### config.mk
export PLATFORM = sky130hd
export DESIGN_NAME = ssp_frame_slave_flat
export DESIGN_NICKNAME = d
export VERILOG_FILES = /design/src/rtl/ssp_frame_pkg.sv /design/src/rtl/ssp_frame_slave_if.sv /design/src/rtl/ssp_pin_sync.sv /design/src/rtl/ssp_frame_slave.sv /design/src/flat_wrapper.sv
export SDC_FILE = /design/constraint.sdc
export NUM_CORES = 1
export LEC_CHECK = 0
export CELL_PAD_IN_SITES_DETAIL_PLACEMENT = 0
export CELL_PAD_IN_SITES_GLOBAL_PLACEMENT = 2
export CORE_MARGIN = 5
export CORE_UTILIZATION = 31
export CTS_CLUSTER_SIZE = 40
export DETAILED_ROUTE_END_ITERATION = 16
export PLACE_DENSITY_LB_ADDON = 0.2
export SETUP_SLACK_MARGIN = 0.02
export SYNTH_ARGS = -nofsm -noshare
export SYNTH_HDL_FRONTEND = slang
export SYNTH_SLANG_ARGS = --single-unit
### constraint.sdc
create_clock -name Clk -period 6.72 [get_ports Clk]
set_clock_uncertainty 0.05 [all_clocks]
set_input_delay 1.008 -clock Clk [delete_from_list [all_inputs] [get_ports Clk]]
set_output_delay 1.008 -clock Clk [all_outputs]
set_load 0.02 [all_outputs]
### src/rtl/ssp_frame_pkg.sv
// rtl/ssp_frame_pkg.sv - shared FSM type, frame geometry and SSP register map
package ssp_frame_pkg;

    typedef enum logic [1:0] {
        IDLE = 2'd0,
        HDR  = 2'd1,
        DATA = 2'd2,
        DONE = 2'd3
    } ssp_frm_state_e;

    localparam int SSP_HDR_BITS   = 4;
    localparam int SSP_DATA_BITS  = 12;
    localparam int SSP_FRAME_BITS = SSP_HDR_BITS + SSP_DATA_BITS;

    localparam logic [2:0] UCR = 3'd0;
    localparam logic [2:0] USR = 3'd1;
    localparam logic [2:0] TDR = 3'd2;
    localparam logic [2:0] RDR = 3'd3;
    localparam logic [2:0] SPR = 3'd4;

endpackage

### src/rtl/ssp_frame_slave_if.sv
// rtl/ssp_frame_slave_if.sv - parallel SSP register bus between frame slave and ssp_uart
interface ssp_frame_slave_if;
    import ssp_frame_pkg::*;

    logic                     SSP_SSEL;
    logic [2:0]               SSP_RA;
    logic                     SSP_WnR;
    logic                     SSP_En;
    logic                     SSP_EOC;
    logic [SSP_DATA_BITS-1:0] SSP_DI;
    logic [SSP_DATA_BITS-1:0] SSP_DO;

    modport master (
        output SSP_SSEL, SSP_RA, SSP_WnR, SSP_En, SSP_EOC, SSP_DI,
        input  SSP_DO
    );

    modport slave (
        input  SSP_SSEL, SSP_RA, SSP_WnR, SSP_En, SSP_EOC, SSP_DI,
        output SSP_DO
    );

endinterface

### src/rtl/ssp_pin_sync.sv
// rtl/ssp_pin_sync.sv - synchroniser chains for the SPI pins plus SCK edge strobes
module ssp_pin_sync #(
    parameter int SYNC_STAGES = 2
) (
    input  logic Clk,
    input  logic Rst,
    input  logic nSSEL,
    input  logic SCK,
    input  logic MOSI,
    output logic ssel_n_s,
    output logic mosi_s,
    output logic rise,
    output logic fall
);

    logic [SYNC_STAGES-1:0] ssel_sr;
    logic [SYNC_STAGES-1:0] sck_sr;
    logic [SYNC_STAGES-1:0] mosi_sr;
    logic                   sck_d;

    // Chains clear to 0 so a reset taken mid-frame never fakes an nSSEL falling edge.
    always_ff @(posedge Clk) begin
        if (Rst) begin
            ssel_sr <= '0;
            sck_sr  <= '0;
            mosi_sr <= '0;
            sck_d   <= 1'b0;
        end else begin
            ssel_sr <= {ssel_sr[SYNC_STAGES-2:0], nSSEL};
            sck_sr  <= {sck_sr[SYNC_STAGES-2:0], SCK};
            mosi_sr <= {mosi_sr[SYNC_STAGES-2:0], MOSI};
            sck_d   <= sck_sr[SYNC_STAGES-1];
        end
    end

    assign ssel_n_s = ssel_sr[SYNC_STAGES-1];
    assign mosi_s   = mosi_sr[SYNC_STAGES-1];
    assign rise     = sck_sr[SYNC_STAGES-1] & ~sck_d;
    assign fall     = ~sck_sr[SYNC_STAGES-1] & sck_d;

endmodule

### src/rtl/ssp_frame_slave.sv
// rtl/ssp_frame_slave.sv - SPI mode-0 slave deserialising 16-bit frames onto the SSP bus
// Optional aborted-frame counter (Abort_Cnt/Abort_Clr) enabled by SSP_FRAME_ERR_CNT_EN.
module ssp_frame_slave
    import ssp_frame_pkg::*;
#(
    parameter int FRAME_W     = SSP_FRAME_BITS,
    parameter int SYNC_STAGES = 2
) (
    input  logic Clk,
    input  logic Rst,
    input  logic nSSEL,
    input  logic SCK,
    input  logic MOSI,
    output logic MISO,
    output logic MISO_OE,
`ifdef SSP_FRAME_ERR_CNT_EN
    input  logic       Abort_Clr,
    output logic [7:0] Abort_Cnt,
`endif
    ssp_frame_slave_if.master bus
);

    logic ssel_n_s, mosi_s, rise, fall;

    ssp_pin_sync #(.SYNC_STAGES(SYNC_STAGES)) u_pin_sync (
        .Clk      (Clk),
        .Rst      (Rst),
        .nSSEL    (nSSEL),
        .SCK      (SCK),
        .MOSI     (MOSI),
        .ssel_n_s (ssel_n_s),
        .mosi_s   (mosi_s),
        .rise     (rise),
        .fall     (fall)
    );

    ssp_frm_state_e           state;
    logic [4:0]               bcnt;
    logic [SSP_DATA_BITS-2:0] rx;
    logic [SSP_DATA_BITS-1:0] tx;
    logic [1:0]               ld_dly;
    logic                     ssel_q;
    logic                     last_bit;

    // rx keeps only the bits preceding the current one; the live bit comes from mosi_s.
    assign last_bit = rise && (bcnt == 5'(FRAME_W - 1));

    always_ff @(posedge Clk) begin
        if (Rst) begin
            state        <= IDLE;
            bcnt         <= '0;
            rx           <= '0;
            tx           <= '0;
            ld_dly       <= '0;
            ssel_q       <= 1'b0;
            MISO         <= 1'b0;
            MISO_OE      <= 1'b0;
            bus.SSP_SSEL <= 1'b0;
            bus.SSP_RA   <= '0;
            bus.SSP_WnR  <= 1'b0;
            bus.SSP_En   <= 1'b0;
            bus.SSP_EOC  <= 1'b0;
            bus.SSP_DI   <= '0;
        end else begin
            ssel_q      <= ssel_n_s;
            bus.SSP_EOC <= 1'b0;
            unique case (state)
                IDLE: begin
                    MISO <= 1'b0;
                    if (ssel_q && !ssel_n_s) begin
                        state        <= HDR;
                        bcnt         <= '0;
                        rx           <= '0;
                        tx           <= '0;
                        ld_dly       <= '0;
                        bus.SSP_SSEL <= 1'b1;
                        MISO_OE      <= 1'b1;
                    end
                end
                HDR: begin
                    MISO <= 1'b0;
                    if (ssel_n_s) begin
                        state        <= IDLE;
                        bus.SSP_En   <= 1'b0;
                        bus.SSP_SSEL <= 1'b0;
                        MISO_OE      <= 1'b0;
                    end else if (rise) begin
                        rx   <= {rx[SSP_DATA_BITS-3:0], mosi_s};
                        bcnt <= bcnt + 5'd1;
                        if (bcnt == 5'(SSP_HDR_BITS - 1)) begin
                            bus.SSP_RA  <= rx[2:0];
                            bus.SSP_WnR <= mosi_s;
                            bus.SSP_En  <= 1'b1;
                            ld_dly      <= 2'd2;
                            state       <= DATA;
                        end
                    end
                end
                DATA: begin
                    // Give ssp_uart two cycles after SSP_En before SSP_DO is captured.
                    if (ld_dly != 2'd0) begin
                        ld_dly <= ld_dly - 2'd1;
                        if (ld_dly == 2'd1) tx <= bus.SSP_DO;
                    end else if (fall) begin
                        MISO <= tx[SSP_DATA_BITS-1];
                        tx   <= {tx[SSP_DATA_BITS-2:0], 1'b0};
                    end
                    // The final bit wins over a simultaneous nSSEL release.
                    if (last_bit) begin
                        bus.SSP_DI  <= {rx, mosi_s};
                        bus.SSP_EOC <= 1'b1;
                        MISO        <= 1'b0;
                        state       <= DONE;
                    end else if (ssel_n_s) begin
                        state        <= IDLE;
                        MISO         <= 1'b0;
                        bus.SSP_En   <= 1'b0;
                        bus.SSP_SSEL <= 1'b0;
                        MISO_OE      <= 1'b0;
                    end else if (rise) begin
                        rx   <= {rx[SSP_DATA_BITS-3:0], mosi_s};
                        bcnt <= bcnt + 5'd1;
                    end
                end
                DONE: begin
                    MISO <= 1'b0;
                    if (ssel_n_s) begin
                        state        <= IDLE;
                        bus.SSP_En   <= 1'b0;
                        bus.SSP_SSEL <= 1'b0;
                        MISO_OE      <= 1'b0;
                    end
                end
            endcase
        end
    end

`ifdef SSP_FRAME_ERR_CNT_EN
    logic abort_ev;

    assign abort_ev = ((state == HDR) || (state == DATA)) && ssel_n_s &&
                      !((state == DATA) && last_bit);

    always_ff @(posedge Clk) begin
        if (Rst || Abort_Clr) begin
            Abort_Cnt <= 8'h00;
        end else if (abort_ev && (Abort_Cnt != 8'hFF)) begin
            Abort_Cnt <= Abort_Cnt + 8'h01;
        end
    end
`endif

endmodule

### src/flat_wrapper.sv
// flat-port wrapper written by rule: the top's interface ports become plain ports
module ssp_frame_slave_flat import ssp_frame_pkg::*;
#(
    parameter int FRAME_W     = SSP_FRAME_BITS,
    parameter int SYNC_STAGES = 2
)
  (Clk, Rst, nSSEL, SCK, MOSI, MISO, MISO_OE, bus_SSP_SSEL, bus_SSP_RA, bus_SSP_WnR, bus_SSP_En, bus_SSP_EOC, bus_SSP_DI, bus_SSP_DO);
  ssp_frame_slave_if bus_i ();
  input  logic Clk;
  input  logic Rst;
  input  logic nSSEL;
  input  logic SCK;
  input  logic MOSI;
  output logic MISO;
  output logic MISO_OE;
  output wire logic [$bits(bus_i.SSP_SSEL)-1:0] bus_SSP_SSEL;
  output wire logic [$bits(bus_i.SSP_RA)-1:0] bus_SSP_RA;
  output wire logic [$bits(bus_i.SSP_WnR)-1:0] bus_SSP_WnR;
  output wire logic [$bits(bus_i.SSP_En)-1:0] bus_SSP_En;
  output wire logic [$bits(bus_i.SSP_EOC)-1:0] bus_SSP_EOC;
  output wire logic [$bits(bus_i.SSP_DI)-1:0] bus_SSP_DI;
  input wire logic [$bits(bus_i.SSP_DO)-1:0] bus_SSP_DO;
  assign bus_SSP_SSEL = bus_i.SSP_SSEL;
  assign bus_SSP_RA = bus_i.SSP_RA;
  assign bus_SSP_WnR = bus_i.SSP_WnR;
  assign bus_SSP_En = bus_i.SSP_En;
  assign bus_SSP_EOC = bus_i.SSP_EOC;
  assign bus_SSP_DI = bus_i.SSP_DI;
  assign bus_i.SSP_DO = bus_SSP_DO;
  ssp_frame_slave #(.FRAME_W(FRAME_W), .SYNC_STAGES(SYNC_STAGES)) u_core (.Clk(Clk), .Rst(Rst), .nSSEL(nSSEL), .SCK(SCK), .MOSI(MOSI), .MISO(MISO), .MISO_OE(MISO_OE), .bus(bus_i));
endmodule
==> impl_results.md, run 1 <==
- Outcome: completed
- # hold bufs at CTS: 0
- Final Cell Area: 0.003252 mm2
- Register bit total from synthesis: 60
- Layout cells sized above 1: 11.39%
- Switching Power: 0.0002520 W
- ANT cells: 0
- Adder-Cell Fraction of Synth Area: 5.213%
- H-tree levels: 3
- CP arrival: 3.61 ns
- Die W: 102.3 um
- FF-to-FF setup slack: 3.35 ns
- Die Y: 102.3 um
- Worst r2r src: u_core.state[0]
- Startpoint class of the critical path: flop
- Syn nets: 311
- Vias in the first global route: 2,055
- Clk sinks: 60
- Dominant synthesized flop cell: dfxtp_1
- Worst-Skew Late Latency: 0.34 ns
- Synth cell types: 44
- Max Clock Freq: 296.4 MHz
- Period utilization: 50.20%
- Detailed-route DRC error count: 0
- Max IR drop VDD: 0.09510 mV
- CP Max Fanout: 23
- Setup TNS: 0 ns
- Avg Inst Size Synth: 9.329 um2
- Hold Crit Start: u_core.u_pin_sync.sck_sr[0]
- Worst R2R Path Depth: 5
- Worst hold path class: reg2reg
- Async set-or-reset flop fraction in the synthesized netlist: 0%
- Xor/xnor share of the synthesized area: 0%
- Placed cell area: 0.003053 mm2
- Hold Slack: 0.3868 ns
- Antenna Nets Post-Route: 0
- Post-synth top area cell: dfxtp_1
- Worst slew margin: 33.25%
- Combinational family with the most area after synthesis: compound AO/OA/AOI/OAI gates
- Sequential share of the synthesized area: 45.50%
- Tot GR Track Use: 12.41%
- Wire length of the first global-routing pass: 10,150 um
- Post-layout net count: 339
- Clock power share: 39.1%
- Placer Congestion: 0.7946
- Setup violations, final: 0
- Slowest stage delay, CP: 1.02 ns
- Fin crit period: 3.373 ns
- Delay-heaviest family, CP: compound AO/OA/AOI/OAI gates
- Initial Util: 31.97%
- PD cells: 259.2 mW/mm2
- Post-CTS setup buffer count: 0
- CTS tree: built
- LEAKAGE: 1.164 nW
- Worst Hold Path EP: u_core.u_pin_sync.sck_sr[1]
- Worst Setup End Kind: flop
- RSZ-0062 raised after global routing: false
- Simple-Gate Fraction of Synth Area: 18.39%
- Final HPWL DP: 3978 um
- Synth area leaders: dfxtp_1, a21oi_1, ha_1
- Worst Max-Slew Pin Slew: 0.9966 ns
- Area Growth Syn to Fin: 23.18%
- Power Total: 0.0008429 W
- Clock Pin Slew Worst Setup and Hold Paths: 0.08 ns
- Hold depth: 1
- Num CTS Buffers: 9
- R2R Path End: u_core.rx[9]
- First-pass DRT Iterations: 4
- Crit-path slowest cell: a31oi_1
- Net Sw Frac: 29.90%
- I/O pin cnt: 38
- Synth top area share: 45.50%
- Post-Route WL: 6066 um
- Pint: 0.0005909 W
- Post-CTS Resized: 0
- Combinational power share: 16.5%
- Row cnt: 33
- Die area: 0.01046 mm2
- CP Class: reg2reg
- DR vias: 2,096
- Synth Instances: 283
- Placed insts: 405
- EDFF count, synth: 0
- Final hold vios: 0
- Commonest non-fill, non-tap cells in the layout: dfxtp_1, clkdlybuf4s50_1, a21oi_1
- Required @ worst endpoint: 6.96 ns
- Synth Cell Area: 0.002640 mm2
- Worst path buffer plus inverter count: 1
- YS warnings: 0
- Crit path cell chain: inv_1 -> ha_1 -> nand4b_1 -> a31oi_1 -> a22o_1
- Most common cell after layout, fill and taps aside: dfxtp_1
- Clk root buf: clkbuf_8
- Post-Layout Cell Count: 421
- Compound-Gate Fraction of Synth Area: 19.76%
- Core area: 0.008258 mm2
- Via-to-Cell Ratio: 4.979
- Largest net degree at the start of global routing: 50
- Slew Limit Fails: 0
- I/O Buffers: 37
- DR iter-0 viols: 77
- Max_cap viols: 0
- Clock tree buffer depth: 2
- Wirelength per Cell: 14.41 um
- Initial antenna violation count: 0
- Flop pwr share: 44.4%
- Multiplexer area fraction after synthesis: 6.967%
- Grt total ovfl: 0
[synthesized netlist by cell type, types with 2 or more instances]
| cell | instances |
|---|---|
| a21oi_1 | 33 |
| a22o_1 | 12 |
| a31o_2 | 2 |
| a31oi_1 | 4 |
| and3_1 | 2 |
| buf_4 | 2 |
| clkbuf_1 | 16 |
| dfxtp_1 | 60 |
| ha_1 | 11 |
| inv_1 | 7 |
| mux2_2 | 11 |
| mux2i_1 | 6 |
| nand2_1 | 31 |
| nand2b_1 | 4 |
| nand3_1 | 4 |
| nand3b_1 | 2 |
| nand4_1 | 11 |
| nand4b_1 | 2 |
| nor2_1 | 11 |
| nor2b_1 | 11 |
| o21ai_0 | 17 |
| o311ai_0 | 2 |
[sequential cells by signal, indices dropped and copies added, names as in the netlist, 3 cells and up]
name and flops:
u_core.bcnt 5, u_core.rx 11, u_core.bus.SSP_RA 3, u_core.bus.SSP_DI 12
u_core.tx 12
[worst reg2reg max path: stages (launching register included)]
cell and delay (ns):
dfxtp_1 0.37, inv_1 0.15, ha_1 0.66, nand4b_1 0.79, a31oi_1 1.03, a22o_1 0.27
[power groups by stage]
stage	clock, W	combinational, W	sequential [W]
finish	0.000329	0.000139	0.000374
global placement	0	0.000143	0.000382
detailed placement	0	0.000140	0.000383
global route	0.000360	0.000156	0.000376
floorplan	0	0.0000941	0.000384
CTS	0.000341	0.000141	0.000374
[cell type report]
class,instances,area [um2]
Clock buffer,9,123.9
Inverter,7,26.28
Clock inverter,7,75.07
Multi-Input combinational cell,196,1329
Sequential cell,60,1201
Timing Repair Buffer,37,365.4
Fill cell,856,5006
Tap cell,105,131.4
[how the worst max path moves through the flow]
stage | start | endpoint | slack, ns | cells past startpoint
after floorplan | Rst | u_core.rx[10] | 4.43 | 4
after global placement | u_core.state[0] | u_core.rx[10] | 3.28 | 5
after detailed placement | u_core.state[0] | u_core.rx[9] | 3.27 | 5
after CTS | u_core.state[0] | u_core.rx[9] | 3.20 | 5
after global routing | u_core.state[0] | u_core.bcnt[1] | 2.90 | 5
final | u_core.state[0] | u_core.rx[9] | 3.35 | 5
[cells by family (layout without fill, tap and decap cells)]
logic type,after synthesis,count (layout)
buffers and inverters,27,60
multiplexers,17,17
AO/OA/AOI/OAI,80,80
AND/OR/NAND/NOR,88,88
adder cells (fa/ha/maj),11,11
flip-flops,60,60
[stage by stage]
stage	utilization (%)	setup WS, ns
global placement	36.97	3.278
detailed placement	36.97	3.273
finish	39.38	3.347
CTS	39.38	3.199
floorplan	-	4.430
global route	39.38	2.898
[metal layers]
metal	track usage, %	wire [um]	vias up
li1	-	-	1086
met4	5.449	107	0
met5	0	0	-
met1	16.85	3084	972
met2	18.24	2639	30
met3	3.618	234	8
Note: power is estimated with default switching activity, not from simulation.
==> inputs of run 2 (changes only) <==
==> constraint.sdc (replaced) <==
create_clock -name Clk -period 3.19 [get_ports Clk]
set_clock_uncertainty 0.05 [all_clocks]
set_input_delay 0.4785 -clock Clk [delete_from_list [all_inputs] [get_ports Clk]]
set_output_delay 0.4785 -clock Clk [all_outputs]
set_load 0.02 [all_outputs]
==> run 2 against run 1 <==
  * Flip-flop and latch count did not move
  * Die area did not move
  * Via count rose by 3.3%
  * Wire length rose by 3.0%
  * Setup slack got worse by 2.9 ns
  * Sequential share of layout area fell by 0.86 points
  * Non-clock buffer count rose by 7
  * Register-to-register slack got worse by 2.9 ns
  * Total power rose by 120%
  * Sequential power rose by 110%
  * Global-route usage rose by 0.52 points
  * Largest power group unchanged
==> impl_results.md, run 2 (synthesis results as in run 1) <==
- Top Metal Used: met4
- Layout cells sized above 1: 13.31% (+1.9 points)
- Slew Limit Fails: 0 (unchanged)
- Biggest regs: u_core.bus.SSP_DI x12, u_core.tx x12, u_core.rx x11
- Clk sinks: 60 (unchanged)
- Post-Layout Cell Count: 428 (+1.7%)
- Fin crit period: 2.709 ns (-0.6645 ns)
- Required @ worst endpoint: 3.41 ns (-3.55 ns)
- Post-Route WL: 6248 um (+3.0%)
- Worst-Skew Late Latency: 0.34 ns (about the same)
- Worst hold path class: reg2reg
- DR WL met2: 2810 um (+6.5%)
- Slowest stage delay, CP: 0.75 ns (-0.27 ns)
- # hold bufs at CTS: 0 (unchanged)
- Hold Slack: 0.3901 ns (+0.003309 ns)
- Outcome: completed
- Tot GR Track Use: 12.93% (+0.52 points)
- Area Growth Syn to Fin: 26.11%
- Row cnt: 33 (unchanged)
- Wirelength per Cell: 14.60 um (+1.3%)
- Wire length of the first global-routing pass: 10,540 um (+3.9%)
- Switching Power: 0.0005176 W (+110%)
- Final hold vios: 0 (unchanged)
- Via-to-Cell Ratio: 5.058 (+1.6%)
- Crit-path slowest cell: a2111oi_4
- RSZ-0062 raised after global routing: false
- Final HPWL DP: 4092 um (+2.9%)
- DR iter-0 viols: 80 (+3.9%)
- Pint: 0.001352 W (+130%)
- Setup violations, final: 0 (unchanged)
- Commonest non-fill, non-tap cells in the layout: dfxtp_1, clkdlybuf4s50_1, a21oi_1
- Most common cell after layout, fill and taps aside: dfxtp_1
- Clock power share: 41.3% (+2.2 points)
- Net Sw Frac: 27.68% (-2.2 points)
- Max IR drop VDD: 0.2128 mV (+120%)
- Placed insts: 412 (+1.7%)
- Met3 wire len: 301 um (+29%)
- Worst Setup End Kind: flop
- Clock tree buffer depth: 2 (unchanged)
- Clk root buf: clkbuf_8
- Antenna Nets Post-Route: 0 (unchanged)
- Worst slew margin: 43.76% (+11 points)
- Flop pwr share: 42.2% (-2.2 points)
- Grt total ovfl: 0 (unchanged)
- Met1 WL: 3054 um (-0.97%)
- Die area: 0.01046 mm2 (unchanged)
- DR vias: 2,165 (+3.3%)
- Period utilization: 84.92% (+35 points)
- Post-CTS setup buffer count: 0 (unchanged)
- Startpoint class of the critical path: flop
- Max Clock Freq: 369.2 MHz (+25%)
- CTS tree: built
- H-tree levels: 3 (unchanged)
- LEAKAGE: 1.219 nW (+4.7%)
- Die Y: 102.3 um (unchanged)
- CP Max Fanout: 15 (-35%)
- Post-layout net count: 346 (+2.1%)
- Vias in the first global route: 2,150 (+4.6%)
- CP arrival: 2.93 ns (-0.68 ns)
- Die W: 102.3 um (unchanged)
- Initial antenna violation count: 0 (unchanged)
- Max_cap viols: 0 (unchanged)
- Detailed-route DRC error count: 0 (unchanged)
- First-pass DRT Iterations: 4 (unchanged)
- Largest net degree at the start of global routing: 49 (-2.0%)
- Num CTS Buffers: 9 (unchanged)
- I/O pin cnt: 38 (unchanged)
- Combinational power share: 16.5% (about the same)
- Placer Congestion: 0.7960 (+0.18%)
- Setup TNS: 0 ns (unchanged)
- Core area: 0.008258 mm2 (unchanged)
- I/O Buffers: 37 (unchanged)
- Worst Max-Slew Pin Slew: 0.8437 ns (-0.1529 ns)
- Crit path cell chain: inv_1 -> ha_1 -> or3b_2 -> a2111oi_4 -> a41oi_1 -> a31oi_1
- CP Class: reg2reg
- Post-CTS Resized: 0 (unchanged)
- PD cells: 561.7 mW/mm2 (+120%)
- Initial Util: 31.97% (unchanged)
- Clock Pin Slew Worst Setup and Hold Paths: 0.07 ns (about the same)
- ANT cells: 0 (unchanged)
[run 2: changes by cell type in the layout (fill, tap and decap cells not counted), sizes merged]
cell,before,now
buf,1,8
clkinvlp,3,1
bufinv,1,2
clkbuf,9,10
clkinv,1,2
inv,9,8
[run 2: per-stage QoR]
| step | cell area, um2 | worst slack (ns) | util (%) | total power, W |
|---|---|---|---|---|
| 6_report | 3329 | 0.4812 | 40.32 | 0.001870 |
| 5_1_grt | 3329 | 0.2239 | 40.32 | 0.001972 |
| 4_1_cts | 3329 | 0.4349 | 40.32 | 0.001900 |
| 3_5_place_dp | 3105 | 0.4750 | 37.61 | 0.001117 |
| 3_3_place_gp | 3105 | 0.5292 | 37.61 | 0.001120 |
| 2_1_floorplan | 2640 | 1.052 | - | 0.001008 |
[run 2: worst paths after layout]
path / from / end / slack (ns) / cells past startpoint
hold reg to reg: u_core.u_pin_sync.ssel_sr[0] / u_core.u_pin_sync.ssel_sr[1] / 0.39 / 1
setup / recovery: u_core.state[1] / u_core.bcnt[3] / 0.48 / 6
hold / removal: u_core.u_pin_sync.ssel_sr[0] / u_core.u_pin_sync.ssel_sr[1] / 0.39 / 1
setup reg to reg: u_core.state[1] / u_core.bcnt[3] / 0.48 / 6
[run 2: final cells by class]
| class | instances | area, um2 |
|---|---|---|
| fillers | 858 | 4928 |
| multi-input cells | 196 | 1329 |
| flip-flops and latches | 60 | 1201 |
| repair buffers | 44 | 417.9 |
| clock buffers | 10 | 137.6 |
| well taps | 105 | 131.4 |
| clock inverters | 6 | 86.33 |
| inverters | 7 | 26.28 |
[run 2: worst max-delay path, delay by kind of cell, from the launching register on]
kind | cells | cell delay, ns
adders and majority gates | 1 | 0.34
AOI/OAI and AO/OA | 3 | 1.12
and+or+nand+nor | 1 | 0.48
DFF | 1 | 0.50
buffers and inverters | 1 | 0.15
[run 2: power groups by stage]
stage,Combinational [W],Sequential (W),Clock [W]
2_1_floorplan,0.000198,0.000810,0
3_3_place_gp,0.000314,0.000806,0
3_5_place_dp,0.000311,0.000806,0
4_1_cts,0.000312,0.000789,0.000798
5_1_grt,0.000341,0.000792,0.000839
6_report,0.000308,0.000790,0.000772
[run 2: routing by layer]
metal  GRT usage, %  vias up
li1               -     1091
met5              0        -
met3          4.164        7
met2          20.09       40
met4          5.146        0
met1          16.63     1027
==> inputs of run 3 (changes only) <==
--- a/config.mk
+++ b/config.mk
@@ -8,7 +8,7 @@
 export CELL_PAD_IN_SITES_DETAIL_PLACEMENT = 0
 export CELL_PAD_IN_SITES_GLOBAL_PLACEMENT = 2
 export CORE_MARGIN = 5
-export CORE_UTILIZATION = 31
+export CORE_UTILIZATION = 30
 export CTS_CLUSTER_SIZE = 40
 export DETAILED_ROUTE_END_ITERATION = 16
 export PLACE_DENSITY_LB_ADDON = 0.2
==> constraint.sdc (replaced) <==
create_clock -name Clk -period 2.18 [get_ports Clk]
set_clock_uncertainty 0.05 [all_clocks]
set_input_delay 0.327 -clock Clk [delete_from_list [all_inputs] [get_ports Clk]]
set_output_delay 0.327 -clock Clk [all_outputs]
set_load 0.02 [all_outputs]
==> run 3 against run 2 <==
  * Cell area up 2.9%
  * Sequential power rose by 44%
  * Cell count up 3.3%
  * Count of clock-buffer cells in the layout unchanged
  * First-iteration DRC count is 10% higher
  * Sequential share of layout area shrank 1.0 points
  * Worst hold slack lost 0.0018 ns
  * Global-route usage is 0.44 points lower
==> impl_results.md, run 3 (synthesis results as in run 1) <==
- Outcome: completed
- Period utilization: 93.05% (+8.1 points)
- First-pass DRT Iterations: 4 (unchanged)
- Wirelength per Cell: 14.67 um (+0.49%)
- Wire length of the first global-routing pass: 11,030 um (+4.6%)
- CTS tree: built
- Most common cell after layout, fill and taps aside: dfxtp_1
- Initial antenna violation count: 0 (unchanged)
- Clock Pin Slew Worst Setup and Hold Paths: 0.07 ns (about the same)
- Antenna Nets Post-Route: 0 (unchanged)
- Via-to-Cell Ratio: 5.005 (-1.1%)
- Max_cap viols: 0 (unchanged)
- DR iter-0 viols: 88 (+10%)
- Setup TNS: 0 ns (unchanged)
- Fin crit period: 2.028 ns (-0.6803 ns)
- Required @ worst endpoint: 2.37 ns (-1.04 ns)
- Largest net degree at the start of global routing: 49 (unchanged)
- Post-layout net count: 357 (+3.2%)
- RSZ-0062 raised after global routing: false
- Num CTS Buffers: 9 (unchanged)
- Clk root buf: clkbuf_8
- CP Class: reg2reg
- H-tree levels: 3 (unchanged)
- Worst Max-Slew Pin Slew: 0.5084 ns (-0.3353 ns)
- ANT cells: 0 (unchanged)
- CP Max Fanout: 6 (-9)
- Initial Util: 30.57% (-1.4 points)
- Die area: 0.01078 mm2 (+3.0%)
- Clk sinks: 60 (unchanged)
- Row cnt: 34 (+3.0%)
- Max Clock Freq: 493.0 MHz (+34%)
- Fin worst setup slack: 0.1515 ns (-0.3297 ns)
- Die Y: 103.8 um (+1.5%)
- Worst Setup End Kind: flop
- Final hold vios: 0 (unchanged)
- Slew Limit Fails: 0 (unchanged)
- I/O pin cnt: 38 (unchanged)
- Commonest non-fill, non-tap cells in the layout: dfxtp_1, clkdlybuf4s50_1, a21oi_1
- Detailed-route DRC error count: 0 (unchanged)
- Setup violations, final: 0 (unchanged)
- Die W: 103.8 um (+1.5%)
- Grt total ovfl: 0 (unchanged)
- Placer Congestion: 0.7575 (-4.8%)
- Tot GR Track Use: 12.49% (-0.44 points)
- Layout cells sized above 1: 16.47% (+3.2 points)
- DR vias: 2,212 (+2.2%)
- Worst hold path class: reg2reg
- Worst-Skew Late Latency: 0.35 ns (about the same)
- Filler Cell Count: 907 (+5.7%)
- Vias in the first global route: 2,212 (+2.9%)
- Biggest regs: u_core.bus.SSP_DI x12, u_core.tx x12, u_core.rx x11
- I/O Buffers: 37 (unchanged)
- Final HPWL DP: 4249 um (+3.8%)
- Worst slew margin: 66.11% (+22 points)
- Area Growth Syn to Fin: 29.81%
- Multi-input gate area: 0.001351 mm2 (+1.7%)
- Startpoint class of the critical path: flop
- Post-Route WL: 6484 um (+3.8%)
- Core area: 0.008636 mm2 (+4.6%)
- PD cells: 779.8 mW/mm2 (+39%)
- CP arrival: 2.21 ns (-0.72 ns)
- Worst slack, placed: 0.07472 ns (-0.4003 ns)
- Clock tree buffer depth: 2 (unchanged)
- FF+latch area: 0.001201 mm2 (unchanged)
- Max IR drop VDD: 0.3580 mV (+68%)
- LEAKAGE: 1.262 nW (+3.6%)
run 3: layout make-up:
class / count / share of cell area [%]
Multi-Input combinational cell: 196 / 39.43
Sequential cell: 60 / 35.05
Timing Repair Buffer: 55 / 15.22
Tap cell: 108 / 3.943
Clock buffer: 10 / 3.724
Clock inverter: 6 / 1.862
Inverter: 7 / 0.7667
run 3: critical path: stages (launching register included):
cell       delay (ns)
dfxtp_1          0.39
ha_1             0.20
and3_1           0.16
ha_1             0.18
and4b_1          0.39
a2111oi_4        0.05
buf_4            0.16
buf_4            0.16
a22o_1           0.17
run 3: power by group:
group / switching (W) / internal (W)
Clock: 0.000478 / 0.000528
Sequential: 0.0000192 / 0.00112
Combinational: 0.000296 / 0.000229
Total: 0.000793 / 0.00188
run 3: worst paths after layout:
path / depth (start not counted) / to / from / slack [ns]
worst max-delay path: 8 / u_core.rx[6] / u_core.bcnt[1] / 0.15
worst min-delay path: 1 / u_core.u_pin_sync.ssel_sr[1] / u_core.u_pin_sync.ssel_sr[0] / 0.39
worst max register to register: 8 / u_core.rx[6] / u_core.bcnt[1] / 0.15
worst min register to register: 1 / u_core.u_pin_sync.ssel_sr[1] / u_core.u_pin_sync.ssel_sr[0] / 0.39
run 3: timing repair:
item / 4_1_cts / 5_1_grt
setup buffers: 0 / 1
setup endpoints to repair: 0 / 14
resized for setup: 0 / 6
hold buffers: 0 / 0
run 3: metrics by stage:
stage | hold slack, ns | power (W) | utilization (%) | instances | cell area [um2]
after detailed placement | 0.3797 | 0.001672 | 36.99 | 424 | 3194
after floorplan | 0.3638 | 0.001475 | - | 283 | 2640
final | 0.3883 | 0.002672 | 39.68 | 442 | 3427
after global placement | 0.3724 | 0.001677 | 36.99 | 424 | 3194
after global routing | 0.4226 | 0.002814 | 39.68 | 442 | 3427
after CTS | 0.3942 | 0.002682 | 39.21 | 440 | 3386
run 3: layer usage:
metal / vias up / wire length, um / global-route usage (%)
met5: - / 0 / 0
met1: 1058 / 3279 / 16.78
li1: 1115 / - / -
met2: 29 / 2831 / 18.26
met3: 10 / 244 / 3.731
met4: 0 / 129 / 5.828
